===== config.mk =====
export PLATFORM = sky130hd
export DESIGN_NAME = rr_encoder_arbiter
export DESIGN_NICKNAME = d
export VERILOG_FILES = /design/src/rtl/rr_encoder_arbiter_pkg.sv /design/src/rtl/rr_pick.sv /design/src/rtl/rr_encoder_arbiter.sv
export SDC_FILE = /design/constraint.sdc
export NUM_CORES = 1
export LEC_CHECK = 0
export BUFFER_PORTS_ARGS = -buffer_cell sky130_fd_sc_hd__buf_2
export CAP_MARGIN = 20
export CELL_PAD_IN_SITES_DETAIL_PLACEMENT = 1
export CELL_PAD_IN_SITES_GLOBAL_PLACEMENT = 2
export CORE_MARGIN = 5
export CORE_UTILIZATION = 33
export CTS_CLUSTER_DIAMETER = 200
export DETAILED_ROUTE_END_ITERATION = 8
export PLACE_DENSITY_LB_ADDON = 0.1
export SYNTH_ARGS = -nofsm -noshare
export SYNTH_HDL_FRONTEND = slang
export SYNTH_SLANG_ARGS = --single-unit

===== constraint.sdc =====
create_clock -name clk -period 3.1 [get_ports clk]
set_input_delay 0.155 -clock clk [delete_from_list [all_inputs] [get_ports clk]]
set_output_delay 0.155 -clock clk [all_outputs]
set_load 0.05 [all_outputs]

===== src/rtl/rr_encoder_arbiter_pkg.sv =====
// Shared constants, state encoding and helpers for the round-robin encoder arbiter.
// Imported by rr_pick and rr_encoder_arbiter.
package rr_encoder_arbiter_pkg;

    localparam int N     = 8;
    localparam int IDX_W = 3;

    localparam logic ST_IDLE = 1'b0;
    localparam logic ST_BUSY = 1'b1;

    // Index k maps to request line k, so the one-hot form is simply bit k set.
    function automatic logic [N-1:0] onehot(input logic [IDX_W-1:0] idx);
        logic [N-1:0] v;
        v      = '0;
        v[idx] = 1'b1;
        return v;
    endfunction

endpackage


===== src/rtl/rr_pick.sv =====
// Combinational round-robin picker.
// Finds the first set bit of elig at or above ptr, wrapping 7 -> 0.
module rr_pick
    import rr_encoder_arbiter_pkg::*;
(
    input  logic [N-1:0]     elig,
    input  logic [IDX_W-1:0] ptr,
    output logic             found,
    output logic [IDX_W-1:0] idx
);

    logic [N-1:0]     w_rot;
    logic [IDX_W-1:0] w_off;

    // Rotate so ptr lands on bit 0; the 3-bit add wraps the index for free.
    always_comb begin
        w_rot = '0;
        for (int j = 0; j < N; j++) begin
            w_rot[j] = elig[ptr + IDX_W'(j)];
        end
    end

    // Descending scan leaves the lowest set offset as the final assignment.
    always_comb begin
        found = 1'b0;
        w_off = '0;
        for (int j = N - 1; j >= 0; j--) begin
            if (w_rot[j]) begin
                found = 1'b1;
                w_off = IDX_W'(j);
            end
        end
    end

    assign idx = ptr + w_off;

endmodule


===== src/rtl/rr_encoder_arbiter.sv =====
// Round-robin arbiter for 8 requesters with registered one-hot and binary grants.
// A grant is held until its owner releases or MAX_HOLD cycles elapse.
module rr_encoder_arbiter
    import rr_encoder_arbiter_pkg::*;
#(
    parameter int MAX_HOLD = 16,
    parameter int CNT_W    = 5
) (
    input  logic             clk,
    input  logic             rst,
    input  logic [N-1:0]     req,
    output logic [N-1:0]     gnt,
    output logic [IDX_W-1:0] gnt_idx,
    output logic             gnt_valid,
    output logic             timeout
);

    logic             r_state;
    logic [IDX_W-1:0] r_ptr;
    logic [CNT_W-1:0] r_hold_cnt;
    logic [N-1:0]     r_blk;
    logic [N-1:0]     r_gnt;
    logic [IDX_W-1:0] r_gnt_idx;
    logic             r_gnt_valid;
    logic             r_timeout;

    logic [N-1:0]     w_elig;
    logic             w_found;
    logic [IDX_W-1:0] w_pick_idx;
    logic             w_busy;
    logic             w_release;
    logic             w_expire;
    logic [N-1:0]     w_blk_next;

    assign w_elig = req & ~r_blk;

    rr_pick u_pick (
        .elig  (w_elig),
        .ptr   (r_ptr),
        .found (w_found),
        .idx   (w_pick_idx)
    );

    assign w_busy     = (r_state == ST_BUSY);
    assign w_release  = w_busy && !req[r_gnt_idx];
    assign w_expire   = w_busy && req[r_gnt_idx] && (MAX_HOLD != 0)
                        && (r_hold_cnt == CNT_W'(MAX_HOLD));
    // A blocked requester is freed by any cycle with its request low.
    assign w_blk_next = (r_blk & req) | (w_expire ? onehot(r_gnt_idx) : '0);

    always_ff @(posedge clk) begin
        if (rst) begin
            r_state     <= ST_IDLE;
            r_ptr       <= '0;
            r_hold_cnt  <= '0;
            r_blk       <= '0;
            r_gnt       <= '0;
            r_gnt_idx   <= '0;
            r_gnt_valid <= 1'b0;
            r_timeout   <= 1'b0;
        end else begin
            r_timeout <= w_expire;
            r_blk     <= w_blk_next;
            if (r_state == ST_IDLE) begin
                if (w_found) begin
                    r_gnt       <= onehot(w_pick_idx);
                    r_gnt_idx   <= w_pick_idx;
                    r_gnt_valid <= 1'b1;
                    r_hold_cnt  <= CNT_W'(1);
                    r_state     <= ST_BUSY;
                end
            end else begin
                if (w_release || w_expire) begin
                    r_gnt       <= '0;
                    r_gnt_valid <= 1'b0;
                    r_ptr       <= r_gnt_idx + IDX_W'(1);
                    r_state     <= ST_IDLE;
                end else begin
                    r_hold_cnt <= r_hold_cnt + CNT_W'(1);
                end
            end
        end
    end

    assign gnt       = r_gnt;
    assign gnt_idx   = r_gnt_idx;
    assign gnt_valid = r_gnt_valid;
    assign timeout   = r_timeout;

endmodule


==> results of run 1 <==
[per-stage QoR]
stage	hold slack [ns]	setup WS (ns)	power, mW
3_5_place_dp	0.444	-0.145	1.91
5_1_grt	0.185	-0.114	2.69
4_1_cts	0.175	0.00763	2.49
3_3_place_gp	0.447	0.0118	1.86
6_report	0.179	0.0181	2.53
2_1_floorplan	0.306	0.00553	1.51
[sequential cells by signal (all words and copies together) (netlist names)]
register / count
r_state: 1
timeout: 1
gnt_valid: 1
r_blk: 8
gnt: 8
gnt_idx: 3
r_ptr: 3
r_hold_cnt: 5
[cell families (layout without fill, tap and decap cells)]
family	after synthesis	in the layout	share of synthesized area
xor gates and xnor gates	6	6	0.0271
adders and majority gates	7	7	0.0491
and+or+nand+nor	75	75	0.256
AOI/OAI and AO/OA	39	39	0.146
buffers and inverters	16	60	0.0484
DFF	30	30	0.310
muxes	19	19	0.164
[worst max-delay path: stages, from the launching register on]
cell      delay (ns)
dfxtp_4         0.39
ha_2            0.20
xor2_2          0.19
mux4_2          0.55
a21oi_2         0.12
o21bai_1        0.07
a21oi_1         0.18
nor2_1          0.06
ha_2            0.19
fa_2            0.40
xnor2_4         0.25
xor2_2          0.14
a22o_1          0.24
[final timing paths]
check                        start                  end  cells past startpoint
max          r_ptr[0]$_SDFFE_PP0P_  gnt[3]$_SDFFE_PP0P_                     12
min                         req[5]  r_blk[5]$_SDFF_PP0_                      3
max reg2reg  r_ptr[0]$_SDFFE_PP0P_  gnt[3]$_SDFFE_PP0P_                     12
min reg2reg    gnt[0]$_SDFFE_PP0P_  gnt[0]$_SDFFE_PP0P_                      1
[power by group]
part / total, mW / switching (mW) / internal, mW
Clock: 0.497 / 0.154 / 0.343
Combinational: 1.47 / 0.764 / 0.709
Sequential: 0.560 / 0.0977 / 0.462
[cells in the final DEF (no fill, tap or decap), drive strengths merged, types with 4 or more instances in the layout]
master	count
a22o	6
o22ai	6
nor2	10
xnor2	4
buf	47
a21oi	8
mux2i	7
mux4	9
inv	5
nand2	17
dfxtp	30
ha	6
nor3	5
clkbuf	6
nand2b	8
nor2b	5
[what timing repair did]
item | CTS | global route
resized for setup | 12 | 14
pin swaps | 5 | 2
hold buffers | 0 | 0
setup endpoints to repair | 9 | 10
setup buffers | 1 | 1
[routing by layer]
metal / routed length, µm / vias to the layer above / GRT usage
met3: 147 / 7 / 0.0333
met2: 2760 / 21 / 0.273
met1: 2520 / 851 / 0.198
met4: 67 / 0 / 0.0312
met5: 0 / - / 0
li1: - / 813 / -
[final cells by class]
type                            count  area [µm²]
Fill cell                         674        3220
Multi-Input combinational cell    146        1420
Sequential cell                    30         609
Timing Repair Buffer               47         305
Tap cell                           75        93.8
Clock buffer                        6        82.6
Clock inverter                      2        60.1
Inverter                            5        21.3
==> results_dict.tcl, run 1 <==
set metrics [dict create \
    outcome "finished clean" \
    first_global_vias 1785 \
    max_freq_mhz 324 \
    cap_violations 0 \
    grt_antenna_before_repair 0 \
    dieArea_um2 7510 \
    ys_seq_elements 30 \
    cts_tree "done" \
    avgSynthCellArea_um2 10.1 \
    gp_congestion 0.775 \
    leakagePower_nw 1.02 \
    synth_edf_count 0 \
    drcViolationCount 0 \
    placed_cell_area_um2 2290 \
    r2r_slack_ns 0.02 \
    finalCriticalPeriod_ns 3.08 \
    syn_to_final_growth_pct 34.0 \
    maxSlewHeadroom 0.574 \
    coreArea_um2 5820 \
    fp-row-count 28 \
    antenna_left 0 \
    syn-cell-area_um2 1940 \
    place_inst 301 \
    worst_setup_path_end_kind "flop" \
    startpoint_type "flop" \
    dpl.hpwl_um 4330 \
    synth_cells 192 \
    numPortBuffers 22 \
    yosysMostFrequentCell "dfxtp_1" \
    htree_levels 2 \
    yosys_warnings 0 \
    synth_top_area_share 0.310 \
    crit_type "flop to flop" \
    path_clk_slew_ns 0.07 \
    hold_viol 0 \
    skew_ns 0.0114 \
    drt_first_pass_iters 4 \
    final_core_util 0.446 \
    finalSetupViolations 0 \
    grt_pass1_wl_um 9270 \
    synthesis.nets 209 \
    synthTopCellsByArea "dfxtp_1 31%, mux4_2 9.3%, ha_1 3.9%" \
    grt_max_degree 26 \
    async_reset_ff_frac 0 \
    yosys-top-cells-count "30 x dfxtp_1, 17 x nand2_1, 9 x nor2_1" \
    min_path_type "primary input to flop" \
    nNetsFinal 252 \
    cellPowerDensity_nw_per_um2 974 \
    start_util 0.333 \
    die_w_um 86.6 \
    rsz0062_at_grt "yes" \
    arrival_ns 3.26 \
    root_buffer "clkbuf_8" \
    worstSkewPairLatency_ns 0.28 \
    final_area_um2 2600 \
    finalSetupTns_ns 0 \
    worstMarginPinSlew_ns 0.640 \
    n_antenna_cell 0 \
    yosys.area.top_type "dfxtp_1" \
    drive_gt1_frac 0.432 \
    synth.distinct_cells 55 \
    clkSinkCount 30 \
    routed_wl_um 5490 \
    cts_buffer_depth 2 \
    crit_fanout 4 \
    period_share 0.994 \
    cts_made_buffers 5 \
    grtUsageTotal 0.156 \
    ir_worst_vdd_mv 0.476 \
    vias 1692 \
    vias_per_cell 5.44 \
    final_cells 311 \
    pin_count 23 \
    wire_per_inst_um 17.7 \
    crit_required_ns 3.27 \
    synth_flop_cell "dfxtp_1" \
    grt-ovfl-total 0 \
    finalMaxSlewViolations 0 \
    die_y_um 86.6 \
    first_iter_violations 23 \
    ys_seq_area_frac 0.310 \
]
(Power assumes the default switching activity.)
==> inputs of run 2 (changes only) <==
--- a/config.mk
+++ b/config.mk
@@ -5,12 +5,13 @@
 export SDC_FILE = /design/constraint.sdc
 export NUM_CORES = 1
 export LEC_CHECK = 0
+export ABC_AREA = 1
 export BUFFER_PORTS_ARGS = -buffer_cell sky130_fd_sc_hd__buf_2
 export CAP_MARGIN = 20
 export CELL_PAD_IN_SITES_DETAIL_PLACEMENT = 1
 export CELL_PAD_IN_SITES_GLOBAL_PLACEMENT = 2
 export CORE_MARGIN = 5
-export CORE_UTILIZATION = 33
+export CORE_UTILIZATION = 29
 export CTS_CLUSTER_DIAMETER = 200
 export DETAILED_ROUTE_END_ITERATION = 8
 export PLACE_DENSITY_LB_ADDON = 0.1
==> results_dict.tcl, run 2 <==
set metrics [dict create \
    period_share 0.938 \
    max_freq_mhz 344 \
    grt_pass1_wl_um 10300 \
    ys_seq_area_frac 0.305 \
    dpl.hpwl_um 4570 \
    worstMarginPinSlew_ns 0.517 \
    mostFrequentLayoutCells "64 x nand3_1, 52 x nand2_1, 29 x dfxtp_1, 27 x inv_1, 24 x nor2_1" \
    hold_depth 3 \
    pin_count 23 \
    drcViolationCount 0 \
    crit_type "flop to flop" \
    cap_violations 0 \
    coreArea_um2 6680 \
    final_area_um2 2340 \
    synth_edf_count 0 \
    cts_tree "done" \
    finalSetupTns_ns 0 \
    finalCriticalPeriod_ns 2.91 \
    first_global_vias 2065 \
    ctsHoldBuffers 0 \
    outcome "finished clean" \
    holdWs_ns 0.159 \
    root_buffer "clkbuf_8" \
    synth.distinct_cells 31 \
    gp_congestion 0.762 \
    grt-ovfl-total 0 \
    nFillCells 871 \
    ys_seq_elements 30 \
    drt_first_pass_iters 4 \
    arrival_ns 3.13 \
    wire_per_inst_um 15.3 \
    syn_to_final_growth_pct 19.1 \
    cts_buffer_depth 2 \
    maxSlewHeadroom 0.655 \
    cellPowerDensity_nw_per_um2 1160 \
    ir_worst_vdd_mv 0.408 \
    grtUsageTotal 0.149 \
    grt_max_degree 17 \
    leakagePower_nw 1.05 \
    worstSkewPairLatency_ns 0.29 \
    multi_input_area_um2 1250 \
    fp-row-count 30 \
    nNetsFinal 331 \
    clkSinkCount 30 \
    finalSetupViolations 0 \
    yosys-top-cells-count "67 x nand3_1, 53 x nand2_1, 30 x dfxtp_1, 30 x inv_1, 26 x nor2_1" \
    hold_viol 0 \
    path_cells "inv_4 -> ha_2 -> xor2_2 -> inv_1 -> nand3_1 -> nand2_1 -> a21oi_2 -> o21ai_0 -> nand2_1 -> a21boi_0 -> ha_1 -> fa_2 -> xor2_2 -> buf_4 -> nand2_4 -> nand2_4 -> nand3_1 -> a21oi_2" \
    skew_ns 0.00845 \
    cts_made_buffers 5 \
    die_y_um 92.4 \
    async_reset_ff_frac 0 \
    yosysMostFrequentCell "nand3_1" \
    place_inst 385 \
    vias_per_cell 5.01 \
    routed_wl_um 6040 \
    synth_top_area_share 0.305 \
    regArea_um2 602 \
    htree_levels 2 \
    syn-cell-area_um2 1970 \
    placed_cell_area_um2 2170 \
    avgSynthCellArea_um2 6.88 \
    min_path_type "primary input to flop" \
    crit_required_ns 3.32 \
    vias 1979 \
    path_clk_slew_ns 0.07 \
    final_cells 395 \
    max_stage_delay_ns 0.35 \
    synth_cells 286 \
    synthTopCellsByArea "dfxtp_1 31%, nand3_1 17%, nand2_1 10%" \
    synthesis.nets 303 \
    start_util 0.295 \
    dieArea_um2 8530 \
    antenna_left 0 \
    finalMaxSlewViolations 0 \
    n_antenna_cell 0 \
    yosys_warnings 0 \
    mostFrequentLayoutCell "nand3_1" \
    drive_gt1_frac 0.229 \
    total_power_mw 2.71 \
    die_w_um 92.4 \
    grt_antenna_before_repair 0 \
    first_iter_violations 73 \
    numPortBuffers 22 \
    rr_worst_depth 18 \
    crit_slowest_cell "fa_2" \
    crit_fanout 9 \
    synth_flop_cell "dfxtp_1" \
    worst_setup_path_end_kind "flop" \
    yosys.area.top_type "dfxtp_1" \
    startpoint_type "flop" \
]
## run 2: per-stage QoR
| step | setup slack, ns | util |
|---|---|---|
| 2_1_floorplan | 0.201 | - |
| 4_1_cts | 0.0549 | 0.339 |
| 5_1_grt | -0.0258 | 0.351 |
| 3_5_place_dp | 0.0802 | 0.324 |
| 3_3_place_gp | 0.136 | 0.324 |
| 6_report | 0.194 | 0.351 |
## run 2: cells by family after synthesis
kind of cell / after synthesis / share of synthesized area
xor+xnor: 8 / 0.0470
buf+inv: 42 / 0.0915
simple gates: 160 / 0.387
flops: 30 / 0.305
compound gates: 39 / 0.121
fa+ha+maj: 7 / 0.0483
## run 2: layout make-up
cell class                 count  share of cell area
sequential                    30               0.257
inverter                      34              0.0560
multi-input combinational    214               0.533
tap                           80              0.0427
clock buffer                   6              0.0352
timing repair buffer          29              0.0710
clock inverter                 2             0.00534
## run 2: path summary, 6_finish.rpt
kind                                          endpoint                    from  slack, ns
worst min register to register  gnt_valid$_SDFFE_PP0P_  gnt_valid$_SDFFE_PP0P_       0.47
worst min-delay path               r_blk[0]$_SDFF_PP0_                  req[0]       0.16
worst max register to register     gnt[4]$_SDFFE_PP0P_   r_ptr[0]$_SDFFE_PP0P_       0.19
worst max-delay path               gnt[4]$_SDFFE_PP0P_   r_ptr[0]$_SDFFE_PP0P_       0.19
## run 2: power by group
part | switching [mW] | internal [mW] | total (mW) | leakage, nW
Clock | 0.162 | 0.178 | 0.341 | 0.0472
Sequential | 0.0843 | 0.459 | 0.543 | 0.244
Combinational | 1.23 | 0.595 | 1.83 | 0.756
Total | 1.48 | 1.23 | 2.71 | 1.05
## run 2: metal layers
| layer | vias up | global-route usage | part of all wire |
|---|---|---|---|
| li1 | 1009 | - | - |
| met1 | 939 | 0.189 | 0.49 |
| met2 | 24 | 0.257 | 0.47 |
| met3 | 7 | 0.0292 | 0.033 |
| met4 | 0 | 0.0408 | 0.0096 |
| met5 | - | 0 | 0 |
## run 2: worst max-delay path, delay by kind of cell (launching register included)
kind | cells | cell delay [ns]
fa+ha+maj | 3 | 0.77
simple gates | 6 | 0.52
compound gates | 4 | 0.45
xor+xnor | 2 | 0.41
flops | 1 | 0.34
buf+inv | 3 | 0.34
## run 2: timing repair
| action | 4_1_cts | 5_1_grt |
|---|---|---|
| buffers inserted | 0 | 2 |
| endpoints found under the setup margin | 0 | 9 |
| gates resized for setup | 0 | 20 |
